**config.mk**
```make
export PLATFORM = sky130hd
export DESIGN_NAME = phase_lock
export DESIGN_NICKNAME = d
export VERILOG_FILES = /design/src/rtl/phase_lock_pkg.sv /design/src/rtl/phase_lock_distance.sv /design/src/rtl/phase_lock.sv
export SDC_FILE = /design/constraint.sdc
export NUM_CORES = 1
export LEC_CHECK = 0
export BUFFER_PORTS_ARGS = -buffer_cell sky130_fd_sc_hd__buf_2
export CAP_MARGIN = 20
export CORE_UTILIZATION = 55
export DETAILED_ROUTE_END_ITERATION = 8
export PLACE_DENSITY_LB_ADDON = 0.05
export SYNTH_ARGS = -nofsm -noshare
export SYNTH_HDL_FRONTEND = slang
export SYNTH_HIERARCHICAL = 1
export SYNTH_SLANG_ARGS = --single-unit
export TNS_END_PERCENT = 100
```
**constraint.sdc**
```tcl
create_clock -name clk_s_i -period 4.1 [get_ports clk_s_i]
set_input_delay 0.205 -clock clk_s_i [delete_from_list [all_inputs] [get_ports clk_s_i]]
set_output_delay 0.205 -clock clk_s_i [all_outputs]
set_load 0.01 [all_outputs]
```
**src/rtl/phase_lock_pkg.sv**
```systemverilog
// Shared types and defaults for the phase_lock block: FSM state encoding, parameter
// defaults and the width used for signed circular phase differences.
package phase_lock_pkg;

    typedef enum logic [1:0] {
        StIdle  = 2'd0,
        StSeek  = 2'd1,
        StLock  = 2'd2,
        StError = 2'd3
    } state_e;

    localparam int unsigned DefRatio  = 12;
    localparam int unsigned DefRbits  = 4;
    localparam int unsigned DefCount  = 3;
    localparam int unsigned DefCbits  = 2;
    localparam int unsigned DefWindow = 1;

    // One extra bit so a phase difference keeps its sign.
    function automatic int unsigned dist_width(input int unsigned rbits);
        return rbits + 1;
    endfunction

endpackage

```
**src/rtl/phase_lock_distance.sv**
```systemverilog
// Combinational circular phase difference folded into -HALF..RATIO-1-HALF, plus a flag
// telling whether its magnitude lies within WINDOW.
module phase_lock_distance
    import phase_lock_pkg::*;
#(
    parameter int unsigned RATIO  = DefRatio,
    parameter int unsigned RBITS  = DefRbits,
    parameter int unsigned WINDOW = DefWindow
) (
    input  logic [RBITS-1:0]      i_phase,
    input  logic [RBITS-1:0]      i_ref,
    output logic signed [RBITS:0] o_dist,
    output logic                  o_in_window
);

    localparam int unsigned DW   = dist_width(RBITS);
    localparam int unsigned HALF = (RATIO - 1) >> 1;

    localparam logic signed [DW-1:0] RatioS = DW'(RATIO);
    localparam logic signed [DW-1:0] HiS    = DW'(RATIO - 1 - HALF);
    localparam logic signed [DW-1:0] LoS    = DW'(-int'(HALF));
    localparam logic signed [DW-1:0] WinS   = DW'(WINDOW);

    logic signed [DW-1:0] w_raw;
    logic signed [DW-1:0] w_abs;

    always_comb begin
        w_raw  = $signed({1'b0, i_phase}) - $signed({1'b0, i_ref});
        o_dist = w_raw;
        // Raw difference spans +/-RMAX, so one correction by RATIO always suffices.
        if (w_raw > HiS) begin
            o_dist = w_raw - RatioS;
        end else if (w_raw < LoS) begin
            o_dist = w_raw + RatioS;
        end
        w_abs       = o_dist[RBITS] ? -o_dist : o_dist;
        o_in_window = (w_abs <= WinS);
    end

endmodule

```
**src/rtl/phase_lock.sv**
```systemverilog
// Qualifies per-edge phase estimates into a lock decision, flags loss of lock and emits a
// mid-bit sample strobe. Define PHASE_LOCK_DRIFT_EN to let the locked phase track drift.
module phase_lock
    import phase_lock_pkg::*;
#(
    parameter int unsigned RATIO  = DefRatio,
    parameter int unsigned RBITS  = DefRbits,
    parameter int unsigned COUNT  = DefCount,
    parameter int unsigned CBITS  = DefCbits,
    parameter int unsigned WINDOW = DefWindow
) (
    input  logic             clk_s_i,
    input  logic             reset_i,
    input  logic             enable_i,
    input  logic             start_i,
    input  logic             update_i,
    input  logic [RBITS-1:0] phase_i,
    input  logic             retry_i,
    output logic [RBITS-1:0] phase_o,
    output logic             strobe_o,
    output logic             valid_o,
    output logic             error_o
);

    localparam int unsigned DW   = dist_width(RBITS);
    localparam int unsigned RMAX = RATIO - 1;
    localparam int unsigned HALF = RMAX >> 1;

    localparam logic [RBITS-1:0] RmaxV  = RBITS'(RMAX);
    localparam logic [RBITS-1:0] OneR   = RBITS'(1);
    localparam logic [DW-1:0]    HalfW  = DW'(HALF);
    localparam logic [DW-1:0]    RatioW = DW'(RATIO);
    localparam logic [CBITS-1:0] CountV = CBITS'(COUNT);
    localparam logic [CBITS-1:0] OneC   = CBITS'(1);

    state_e               r_state, w_state_nxt;
    logic [RBITS-1:0]     r_ref, w_ref_nxt;
    logic [RBITS-1:0]     r_phase, w_phase_nxt;
    logic [RBITS-1:0]     r_cnt, w_cnt_nxt;
    logic [CBITS-1:0]     r_hits, w_hits_nxt;
    logic [CBITS-1:0]     r_misses, w_misses_nxt;
    logic                 r_valid, w_valid_nxt;
    logic                 r_error, w_error_nxt;
    logic                 r_strobe, w_strobe_nxt;
    logic [CBITS-1:0]     w_hits_inc, w_misses_inc;
    logic [DW-1:0]        w_sum;
    logic [RBITS-1:0]     w_target;
    logic signed [DW-1:0] w_dist;
    logic                 w_in_window;

    phase_lock_distance #(
        .RATIO  (RATIO),
        .RBITS  (RBITS),
        .WINDOW (WINDOW)
    ) u_distance (
        .i_phase     (phase_i),
        .i_ref       (r_ref),
        .o_dist      (w_dist),
        .o_in_window (w_in_window)
    );

`ifdef PHASE_LOCK_DRIFT_EN
    logic [RBITS-1:0] w_ref_up, w_ref_dn;
    assign w_ref_up = (r_ref == RmaxV) ? '0 : r_ref + OneR;
    assign w_ref_dn = (r_ref == '0) ? RmaxV : r_ref - OneR;
`else
    logic w_unused_dist;
    assign w_unused_dist = ^w_dist;
`endif

    assign w_hits_inc   = r_hits + OneC;
    assign w_misses_inc = r_misses + OneC;
    assign w_cnt_nxt    = start_i ? '0 : ((r_cnt == RmaxV) ? '0 : r_cnt + OneR);
    assign w_sum        = {1'b0, r_phase} + HalfW;
    assign w_target     = (w_sum >= RatioW) ? RBITS'(w_sum - RatioW) : w_sum[RBITS-1:0];

    always_comb begin
        w_state_nxt  = r_state;
        w_ref_nxt    = r_ref;
        w_phase_nxt  = r_phase;
        w_hits_nxt   = r_hits;
        w_misses_nxt = r_misses;
        w_valid_nxt  = r_valid;
        w_error_nxt  = r_error;
        if (!enable_i) begin
            w_state_nxt  = StIdle;
            w_ref_nxt    = '0;
            w_phase_nxt  = '0;
            w_hits_nxt   = '0;
            w_misses_nxt = '0;
            w_valid_nxt  = 1'b0;
            w_error_nxt  = 1'b0;
        end else begin
            unique case (r_state)
                StIdle: w_state_nxt = StSeek;
                StSeek: begin
                    if (update_i) begin
                        if (r_hits != '0 && w_in_window) begin
                            w_hits_nxt = w_hits_inc;
                            if (w_hits_inc == CountV) begin
                                w_state_nxt  = StLock;
                                w_phase_nxt  = r_ref;
                                w_valid_nxt  = 1'b1;
                                w_misses_nxt = '0;
                            end
                        end else begin
                            w_ref_nxt  = phase_i;
                            w_hits_nxt = OneC;
                        end
                    end
                end
                StLock: begin
                    if (update_i) begin
                        if (w_in_window) begin
                            w_misses_nxt = '0;
`ifdef PHASE_LOCK_DRIFT_EN
                            if (w_dist != '0) begin
                                w_ref_nxt   = w_dist[RBITS] ? w_ref_dn : w_ref_up;
                                w_phase_nxt = w_dist[RBITS] ? w_ref_dn : w_ref_up;
                            end
`endif
                        end else begin
                            w_misses_nxt = w_misses_inc;
                            if (w_misses_inc == CountV) begin
                                w_state_nxt = StError;
                                w_valid_nxt = 1'b0;
                                w_error_nxt = 1'b1;
                            end
                        end
                    end
                end
                StError: begin
                    // Retry wins over any update arriving in the same cycle.
                    if (retry_i) begin
                        w_state_nxt  = StSeek;
                        w_error_nxt  = 1'b0;
                        w_hits_nxt   = '0;
                        w_misses_nxt = '0;
                    end
                end
                default: w_state_nxt = StIdle;
            endcase
        end
        // Suppressed when valid is about to drop so no strobe trails a lost lock.
        w_strobe_nxt = r_valid && w_valid_nxt && (r_cnt == w_target);
    end

    always_ff @(posedge clk_s_i or posedge reset_i) begin
        if (reset_i) begin
            r_state  <= StIdle;
            r_ref    <= '0;
            r_phase  <= '0;
            r_cnt    <= '0;
            r_hits   <= '0;
            r_misses <= '0;
            r_valid  <= 1'b0;
            r_error  <= 1'b0;
            r_strobe <= 1'b0;
        end else begin
            r_state  <= w_state_nxt;
            r_ref    <= w_ref_nxt;
            r_phase  <= w_phase_nxt;
            r_cnt    <= w_cnt_nxt;
            r_hits   <= w_hits_nxt;
            r_misses <= w_misses_nxt;
            r_valid  <= w_valid_nxt;
            r_error  <= w_error_nxt;
            r_strobe <= w_strobe_nxt;
        end
    end

    assign phase_o  = r_phase;
    assign strobe_o = r_strobe;
    assign valid_o  = r_valid;
    assign error_o  = r_error;

endmodule

```
==> results.txt, run 1 <==
- Worst-case clock skew: 0.009394 ns
* Worst endpoint data arrival time: roughly 4.1 ns
* Critical path cell sequence: inv_1 > ha_4 > nand3b_1 > a21boi_4 > nor2_4 > inv_1 > ha_1 > and2_4 > nor3_1 > mux2_1 > o31ai_4 > o31a_1 > mux2i_1 > a211oi_2 > nor2b_4 > a21boi_2 > a221oi_2 > o21ai_2 > mux2_1
* Largest net degree at the start of global routing: 22
* Initial standard-cell utilization of the core: around 59%
- Final number of hold-violating endpoints: 0
- Dividing total power by cell area gives a power density of 472.1 nW/um^2.
* Mean instance size in the synthesized netlist: about 8.5 um^2
- Data on the critical path is required at its endpoint by 4.30 ns.
* Count of buffers from port buffering: 16
* Hold slack final: 0.01873 ns
- Final cell count without fillers: about 280
- Via count of the first global-routing pass: 1531
- Number of synthesized flops with an enable pin: 0
- Number of antenna diodes: 0
- The library cell used most frequently in the layout, excluding fill and tap cells, is inv_1.
* Fraction of the yosys area taken by sequential cells: 28.81%
- Prevailing post-synth register cell: dfrtp_1
* Final net count: approximately 270
* GRT Resource Usage Total: 24.29%
- For the pin with the worst max-slew slack, the measured transition is 0.7763 ns.
* DRC violation total after the first TritonRoute iteration: around 140
- Post-route antenna net violation count: 0
* Synthesized Nets: 245
* Final setup violation count: 0
- The run finished with clean final reports.
- Static Leak: approximately 0.95 nW
- CP endpoint kind: flop
* Max Slew Vio Count: 0
- Sinks on the clock net: 21
* Die Y: 59.59 um
- H-tree lvl count: 1
* Proportion of netlist area held by the largest area contributor: between 20% and 30%
- The cell sitting at the root of the clock tree is a clkbuf_4.
- The worst setup path is launched from a flop.
* Die area: 3551 um^2
- The first global-routing pass estimated 6603 um of wire.
* Clk pin slew, worst setup/hold paths: 0.13 ns
- Max-cap violations: 0
* Worst skew pair latency: 0.30 ns
- For this design, the slowest cell found on the critical path is dfrtp_1.
- The biggest area contributor in the post-synthesis netlist is dfrtp_1.
- The smallest clock period supported by the final layout is computed as 3.894 ns.
- Remaining design rule violation count: 0
* Asr flop ratio synth: between 90% and 100%
* Synthesis warning total: 6
* Post-route clock period utilization: a little over nine tenths
- The region available for standard cell placement spans about 3100 um^2.
- The worst setup path is of the reg2reg kind.
* Worst min-delay path category: in2async
- Max frequency: about 0.26 GHz
- CP max stage delay: 0.40 ns
- Synth Instances: 214
- By area the synthesized netlist is led by dfrtp_1, ha_1, inv_1.
- Max rail drop VDD: 0.2513 mV
* Half-perimeter wire length of the detailed placement result: 3140 um
- Utilization after layout: 66.45%
- TritonCTS clock tree: yes
* Placer congestion estimate: 0.8793
- Crit Path Max Fanout: 5
- Highest-count cells in the layout ignoring fill and taps: inv_1, dfrtp_1, ha_1
- Initial antenna violation count: 0
- Number of vias in the routed layout: ~1700
* Largest delay contributor family on the critical path: compound AO/OA/AOI/OAI gates
* Clock buffer count from CTS: 3
* Number of top-level pins: 17
* Cell area after technology mapping: 1824 um^2
- # rows: 20
- In this run the deepest clock path goes through 2 buffers.
- Die Span X: between 50 and 60 um
- Layout cells sized above 1: 18.14%
* Placed Cells incl. Taps: 273
- Together, buffers and inverters on the worst path number 2.
- Yosys mapped the design onto 55 distinct sky130hd cell types.
- Synthesized flop and latch total: 21
* Final wirelength: 4110 um
* Area Growth Syn to Fin: 13.03%
- The total overflow left after global routing is 0.
- Wire length per cell after detailed routing: around 15 um
- Dividing the detail-routed via count by the number of cells gives 5.883.
- The first detailed-routing pass ran for 4 iterations.
- Measured against its own limit, the worst slew margin works out to between 40% and 50%.
## metrics by stage
stage,instance area [um^2],setup TNS (ns),setup slack [ns],total power [mW]
final,2062,0,0.2058,0.9734
after detailed placement,1961,-0.009358,-0.009358,0.8194
after global routing,2062,-0.06205,-0.03616,1.046
after global placement,1961,0,0.2017,0.7975
after floorplan,1824,0,0.3135,0.6897
after CTS,1989,0,0.01655,0.9262
## synthesized netlist by cell type, types with 4 or more instances
master,number
a21oi_1,14
dfrtp_1,21
ha_1,20
inv_1,25
nand2_1,18
nand3_1,5
nor2_1,12
nor2b_1,4
nor3_1,12
o21ai_0,16
o22ai_1,5
xnor2_1,7
## metal layers
metal | share of wire [%] | GRT usage [%]
met2 | 48 | 39.81
met3 | 4.5 | 2.838
met4 | 0.63 | 6.977
met1 | 47 | 33.74
met5 | 0 | 0
## registers in the layout, summed over array words and instances (netlist names)
register,flops
error_o,1
phase_o,4
r_cnt,4
r_hits,2
r_misses,2
r_ref,4
r_state,2
strobe_o,1
valid_o,1
## final cells by class
| type | instances | area (um^2) |
|---|---|---|
| multi-input cells | 163 | 1224 |
| fillers | 278 | 1041 |
| flip-flops and latches | 21 | 525.5 |
| repair buffers | 23 | 132.6 |
| inverters | 26 | 97.59 |
| well taps | 44 | 55.05 |
| clock buffers | 3 | 22.52 |
| clock inverters | 1 | 5.005 |
## what timing repair did
action,in CTS,in global routing
setup buffers,0,4
pin swaps,0,3
gates resized for setup,1,7
setup endpoints to repair,2,11
hold buffers,0,0
## worst paths after layout
path                                         start                 endpoint  cells after the start  slack, ns
min in group clk_s_i                       start_i       r_cnt[1]$_DFF_PP0_                      2       0.10
min                                        reset_i      error_o$_DFFE_PP0P_                      2       0.02
max reg2reg                   r_ref[2]$_DFFE_PP0P_  r_misses[1]$_DFFE_PP0P_                     19       0.21
max                           r_ref[2]$_DFFE_PP0P_  r_misses[1]$_DFFE_PP0P_                     19       0.21
min reg2reg                r_misses[1]$_DFFE_PP0P_  r_misses[1]$_DFFE_PP0P_                      1       0.52
max in group asynchronous                  reset_i     r_ref[3]$_DFFE_PP0P_                      2       3.59
## kinds of logic after synthesis
logic type	share of synthesized area, %
flip-flops	28.81
adder cells (fa/ha/maj)	14.81
AND/OR/NAND/NOR	18.72
multiplexers	2.949
AO/OA/AOI/OAI	24.35
buffers and inverters	6.516
XOR/XNOR	3.841
## where the power goes
group | total (mW) | internal (mW) | switching (mW)
registers | 0.263 | 0.235 | 0.0286
clock network | 0.100 | 0.0363 | 0.0638
logic | 0.610 | 0.271 | 0.339
total | 0.973 | 0.542 | 0.431
No activity file was read; power rests on OpenSTA's default activity.
==> run 2, diff against run 1 <==
Settings changed: PLACE_DENSITY_LB_ADDON 0.05 to 0.12.
==> results.txt, run 2 (synthesis results as in run 1) <==
* Transition at the pin with the smallest max-transition slack: between 0.8 and 0.9 ns
- Vias per cell: 6.107
* Final cell count without fillers: 280
- Number of top-level pins: 17
* Design area: 2078 um^2
* Die Span X: ~60 um
- For this run, the slowest stage of the critical path takes 0.42 ns.
- For this design the ratio of total power to cell area is 477.6 nW/um^2.
- The final route contains roughly 1700 vias.
* DRC violation total after the first TritonRoute iteration: 175
* Wire length per cell after detailed routing: 15.40 um
- The count of nets left with antenna violations once routing finished came out at 0.
- Highest-count cells in the layout ignoring fill and taps: inv_1, dfrtp_1, ha_1
- The repair_antennas step left the layout with diodes totalling 0.
- Static Leak: 0.9450 nW
- Initial antenna violation count: 0
- The floorplan step defined a die boundary enclosing 3551 um^2.
- Count of buffers from port buffering: 16
- Via count of the first global-routing pass: 1641
- CP endpoint kind: flop
- Final net count: 268
- The die is 59.59 um tall.
- Max rail drop VDD: 0.2912 mV
- Worst endpoint required time: between 4 and 5 ns
* Fraction of power consumed by sequential logic: between 20% and 30%
* Cell with the largest stage delay on the worst path: dfrtp_1
- Combinational share of power: 63.6%
- The clock passes through at most 2 buffers.
- Entering global routing, the biggest net connects 22 pins.
* Number of cells on the worst reg-to-reg path: 19
* WP buf/inv: 2
- The worst setup path is of the reg2reg kind.
* Worst endpoint data arrival time: 4.11 ns
* Placed Cells incl. Taps: 272
- STA classifies the critical path startpoint as a flop.
- The clock network accounts for 9.9% of the total power.
- Design internal power: 551.5 uW
* # rows: 20
* Max frequency: between 0.2 and 0.3 GHz
- The core region is roughly 3100 um^2.
- The number of clock buffers added by TritonCTS is 3.
- Final setup violation count: 0
* Critical path cell sequence: inv_1 > ha_1 > nand3b_1 > and3b_2 > nor2_4 > inv_1 > ha_1 > and2_1 > nor3_1 > mux2_1 > o31ai_4 > o31a_1 > mux2i_1 > a211oi_2 > nor2b_4 > a21boi_2 > a221oi_2 > o21ai_2 > mux2_1
* CTS root buffer: clkbuf_4
- H-tree lvl count: 1
* Instance count on the critical path: 19
- Placed cell area: 1953 um^2
- Before antenna repair, the detailed router went through 7 iterations.
* Placer congestion estimate: 0.9606
- Crit Path Max Fanout: 6
- Max Slew Vio Count: 0
- Leaving out fill and tap cells, the most frequent cell in the layout is inv_1.
* Max-cap violations: 0
- Switching share of power: 44.44%
* Clk pin slew, worst setup/hold paths: between 0.1 and 0.15 ns
* Hold Buf Count CTS: 0
- The hold violation total from the final report came to 0.
- Wire length of the first global-routing pass: 6900 um
- Once the floorplan was initialized, standard cells occupied 58.79% of the core.
- Summed over all layers, the global routing overflow is 0.
- TritonCTS clock tree: yes
- Run status: finished, final reports clean
* Layout cells sized above 1: 18.64%
* Sinks on the clock net: 21
* Tightest slew margin relative to the limit: 45.06%
* Worst min-delay path category: in2async
- Across every metal layer, demand over resource in global routing totals 25.63%.
* Area Growth Syn to Fin: 13.92%
- For the final database, setup skew stands at 0.0009160 ns.
- Largest delay contributor family on the critical path: simple AND/OR/NAND/NOR gates
- In the finished design, the share of the clock period the worst path needs comes to 95.45%.
* Worst skew pair latency: 0.30 ns
- The smallest clock period supported by the final layout is computed as 3.914 ns.
* Half-perimeter wire length of the detailed placement result: 3238 um
- Final wirelength: 4311 um
- The completed layout was analyzed and its total power is 992.6 uW.
* Remaining design rule violation count: 0
- Net load switching power: roughly 440 uW
run 2: metrics by stage:
step / setup TNS, ns / worst slack (ns) / hold slack, ns / util (%)
CTS: 0 / 0.01995 / 0.06812 / 63.83
detailed placement: -0.02550 / -0.01744 / 0.4120 / 62.94
floorplan: 0 / 0.3135 / 0.1815 / -
finish: 0 / 0.1864 / 0.04805 / 66.98
global placement: 0 / 0.2034 / 0.3922 / 62.94
global route: -0.01516 / -0.01516 / 0.09292 / 66.98
run 2: repair_timing:
item / in CTS / in global routing
setup endpoints to repair: 2 / 16
setup buffers: 0 / 4
pin swaps: 0 / 2
resized for setup: 1 / 11
run 2: worst reg2reg max path, delay by kind of cell, from the launching register on:
kind / cells / cell delay [ns]
adder cells (fa/ha/maj): 2 / 0.43
buffers and inverters: 2 / 0.22
multiplexers: 3 / 0.74
AO/OA/AOI/OAI: 6 / 0.96
flip-flops: 1 / 0.42
AND/OR/NAND/NOR: 6 / 1.04
run 2: final timing paths:
| check | start | endpoint | slack [ns] |
|---|---|---|---|
| worst max-delay path | r_ref[1]$_DFFE_PP0P_ | r_misses[1]$_DFFE_PP0P_ | 0.19 |
| worst min-delay path | reset_i | r_misses[0]$_DFFE_PP0P_ | 0.05 |
| worst max register to register | r_ref[1]$_DFFE_PP0P_ | r_misses[1]$_DFFE_PP0P_ | 0.19 |
| worst min register to register | r_misses[1]$_DFFE_PP0P_ | r_misses[1]$_DFFE_PP0P_ | 0.51 |
| max in group asynchronous | reset_i | r_ref[0]$_DFFE_PP0P_ | 3.55 |
| min in group clk_s_i | start_i | r_cnt[1]$_DFF_PP0_ | 0.10 |
run 2: per-layer routing:
layer / GRT usage [%] / up-vias / routed length, um
li1: - / 807 / -
met1: 32.65 / 812 / 1892
met2: 43.82 / 75 / 2076
met3: 5.240 / 16 / 248
met4: 7.309 / 0 / 93
met5: 0 / - / 0
run 2: power groups by stage:
stage	Combinational, mW	Clock [mW]	Sequential [mW]
floorplan	0.430	0	0.260
CTS	0.556	0.104	0.263
global route	0.689	0.109	0.268
global placement	0.528	0	0.264
finish	0.631	0.0987	0.263
detailed placement	0.552	0	0.267
run 2: cell type report:
type / count / area, um^2
Inverter: 26 / 97.59
Fill cell: 287 / 1025
Clock buffer: 4 / 26.28
Sequential cell: 21 / 525.5
Multi-Input combinational cell: 163 / 1249
Timing Repair Buffer: 22 / 125.1
Tap cell: 44 / 55.05
==> run 3, diff against run 2 <==
Settings changed: CELL_PAD_IN_SITES_DETAIL_PLACEMENT set to 0, CELL_PAD_IN_SITES_GLOBAL_PLACEMENT set to 2, CORE_UTILIZATION 55 to 36, SYNTH_HIERARCHICAL 1 to unset.
Clock period 4.1 ns to 4.4 ns, I/O delays scaled along.
==> results.txt, run 3 <==
- The min-delay analysis places its worst path in the category in2async.
- In the detailed route, the total length drawn on met2 is between 1500 and 2000 um.
* Worst endpoint required time: 4.56 ns
* Asr flop ratio synth: 100.0%
- Synthesized Nets: 236
- After detailed routing, the number of remaining DRC violations is 0.
- CP endpoint kind: flop
- By startpoint and endpoint, the worst setup path is classified as reg2reg.
- After clock tree synthesis, the clock-pin slew on the worst setup and hold paths is 0.08 ns.
* Die area: 5263 um^2
* Initial standard-cell utilization of the core: 37.68%
- Crit Path Max Fanout: 6
* Max Slew Vio Count: 0
- H-tree lvl count: 1
- Max rail drop VDD: 0.2583 mV
- Die Y: 72.55 um
- Number of detailed-routing iterations run before antenna repair: 4
- Buffers added to address setup during post-CTS repair amount to 0.
* Number of top-level pins: 17
* Initial antenna violation count: 0
- Area Growth Syn to Fin: 10.89%
- Registers are responsible for 29.8% of the overall power.
- Distinct cell type count of the synthesized netlist: 53
- Maximum buffer depth of the clock tree: 2
- The hold violation total from the final report came to 0.
- In the layout the commonest cells are nand2_1, dfrtp_1, inv_1.
* Worst skew pair latency: 0.26 ns
- Summed over all nets, the half-perimeter wirelength after detailed placement is 3152 um.
* Startpoint Class: flop
- In the finished design, the share of the clock period the worst path needs comes to 86.96%.
- At the pin with the least slew margin, the transition time is 0.8256 ns.
- In the detailed route, the total length drawn on met3 is roughly 85 um.
* Static Leak: between 0.8 and 0.9 nW
- Largest net degree at the start of global routing: 22
* Mean instance size in the synthesized netlist: 8.698 um^2
- # rows: 25
- Tightest slew margin relative to the limit: 44.90%
- Yosys attributes the largest share of cell area to dfrtp_1, ha_1, mux2i_1.
- dfrtp_1 takes more of the synthesized area than any other cell.
- Input and output buffers added on the ports amount to 16.
- Grt ovf: 0
* Final setup violation count: 0
- The highest metal layer carrying signal wires in the routed design is met4.
- Cells with a size suffix above 1 make up 15.32% of the layout.
- Clock power frac: 16.4%
- The number of gates resized after CTS was 0.
- The tree is rooted in a clkbuf_8.
- The number of hold buffers added after CTS was 0.
- Global routing used 16.75% of the available tracks.
* Fraction of the yosys area taken by sequential cells: about 30%
* Number of antenna diodes: 0
- Post-route antenna net violation count: 0
- Standard cell core area: 4755 um^2
- For this run, the number of Yosys warnings is 0.
* Synthesized flop and latch total: 21
* Via count of the first global-routing pass: between 1500 and 2000
* Number of synthesized flops with an enable pin: 0
- The internal power of the cells totals 431.9 uW.
- Wire length of the first global-routing pass: 6948 um
- Synth Instances: 206
- Final net count: between 200 and 300
- Worst reg2reg startpoint: r_ref[0]$_DFFE_PP0P_
* Met1 Wirelength: 1920 um
* R2R Path End: r_state[1]$_DFFE_PP0P_
- Commonest cells in the netlist: nand2_1, dfrtp_1, inv_1
- TritonCTS clock tree: yes
- Die Span X: around 73 um
- Max-cap violations: 0
- For flop-to-flop paths, the worst setup slack is 0.57 ns.
- Sinks on the clock net: 21
- Run status: finished, final reports clean
- Prevailing post-synth register cell: dfrtp_1
- The congestion estimate from routability-driven global placement came to around 0.85.
* Clock buffer count from CTS: 3
* Dominant cell by count in the synthesized netlist: nand2_1
- Switching share of power: 43.65%
* Max frequency: 0.2613 GHz
- Hold slack final: between 0.1 and 0.15 ns
- In this run the power spent charging and discharging nets is 334.6 uW.
- DRC violation total after the first TritonRoute iteration: 105
- Leaving out fill and tap cells, the most frequent cell in the layout is nand2_1.
- Number of cells on the worst reg-to-reg path: 15
* Final wirelength: 3959 um
- Vias per cell: 5.322
- Accumulated negative setup slack: 0 ns
- Cell area after technology mapping: 1792 um^2
- The clock arrives with 0.003235 ns of skew.
* Unrepaired setup endpoints after global routing: false
* Number of vias in the routed layout: 1538
- Combinational share of power: 53.8%
* Worst endpoint data arrival time: 3.98 ns
- Power spread over the standard cell area amounts to 385.8 nW/um^2.
* Wire length per cell after detailed routing: ~14 um
- The worst path needs 3.826 ns of the cycle, external delays included.
- Proportion of netlist area held by the largest area contributor: 29.33%
-- run 3: worst max-delay path by stage --
stage	startpoint	to	cells after the start
after CTS	r_ref[0]$_DFFE_PP0P_	r_state[1]$_DFFE_PP0P_	15
final	r_ref[0]$_DFFE_PP0P_	r_state[1]$_DFFE_PP0P_	15
after global routing	r_ref[0]$_DFFE_PP0P_	r_state[1]$_DFFE_PP0P_	16
after global placement	phase_i[0]	r_hits[1]$_DFFE_PP0P_	18
after detailed placement	phase_i[0]	r_hits[1]$_DFFE_PP0P_	18
after floorplan	r_ref[0]$_DFFE_PP0P_	r_hits[1]$_DFFE_PP0P_	15
-- run 3: through the flow --
stage	util (%)	std cells	cell area, um^2	setup slack (ns)	power (mW)
floorplan	-	206	1792	0.9506	0.5573
detailed placement	40.82	285	1941	0.5854	0.6423
finish	41.79	289	1987	0.5737	0.7665
CTS	41.79	289	1987	0.5825	0.7728
global route	41.79	289	1987	0.2541	0.8419
global placement	40.82	285	1941	0.6835	0.6400
-- run 3: power groups by stage --
stage / Sequential [mW] / Clock [mW] / Combinational, mW
6_report: 0.228 / 0.126 / 0.412
5_1_grt: 0.232 / 0.140 / 0.470
4_1_cts: 0.228 / 0.132 / 0.412
3_5_place_dp: 0.232 / 0 / 0.410
3_3_place_gp: 0.233 / 0 / 0.407
2_1_floorplan: 0.227 / 0 / 0.330
-- run 3: cells by family (layout without fill, tap and decap cells) --
group / count (synthesis) / in the layout / synth area share [%]
simple gates: 66 / 66 / 18.86
compound gates: 53 / 53 / 20.81
buf+inv: 27 / 43 / 5.725
flops: 21 / 21 / 29.33
fa+ha+maj: 20 / 20 / 14.39
mux: 10 / 10 / 5.657
xor+xnor: 9 / 9 / 5.237
-- run 3: final cells by class --
class | instances | area [um^2]
timing repair buffer | 16 | 80.08
fill | 490 | 2768
inverter | 23 | 87.58
multi-input combinational | 158 | 1164
clock buffer | 3 | 41.29
tap | 67 | 83.83
clock inverter | 1 | 5.005
sequential | 21 | 525.5
-- run 3: per-layer routing --
layer  vias to the layer above  GRT usage [%]
met4                         0          3.922
li1                        775              -
met1                       740          21.37
met3                         4          2.917
met5                         -              0
met2                        19          29.39
-- run 3: critical path: stages, from the launching register on --
cell and delay (ns):
dfrtp_1 0.35, ha_1 0.15, inv_1 0.05, fa_1 0.42, xnor2_2 0.32, inv_2 0.11
ha_1 0.21, nand2_1 0.13, nand2_1 0.09, o21ai_0 0.27, a211oi_2 0.16, or4b_1 0.55
and2_1 0.21, a31oi_2 0.28, a31oi_1 0.12, a311oi_1 0.29
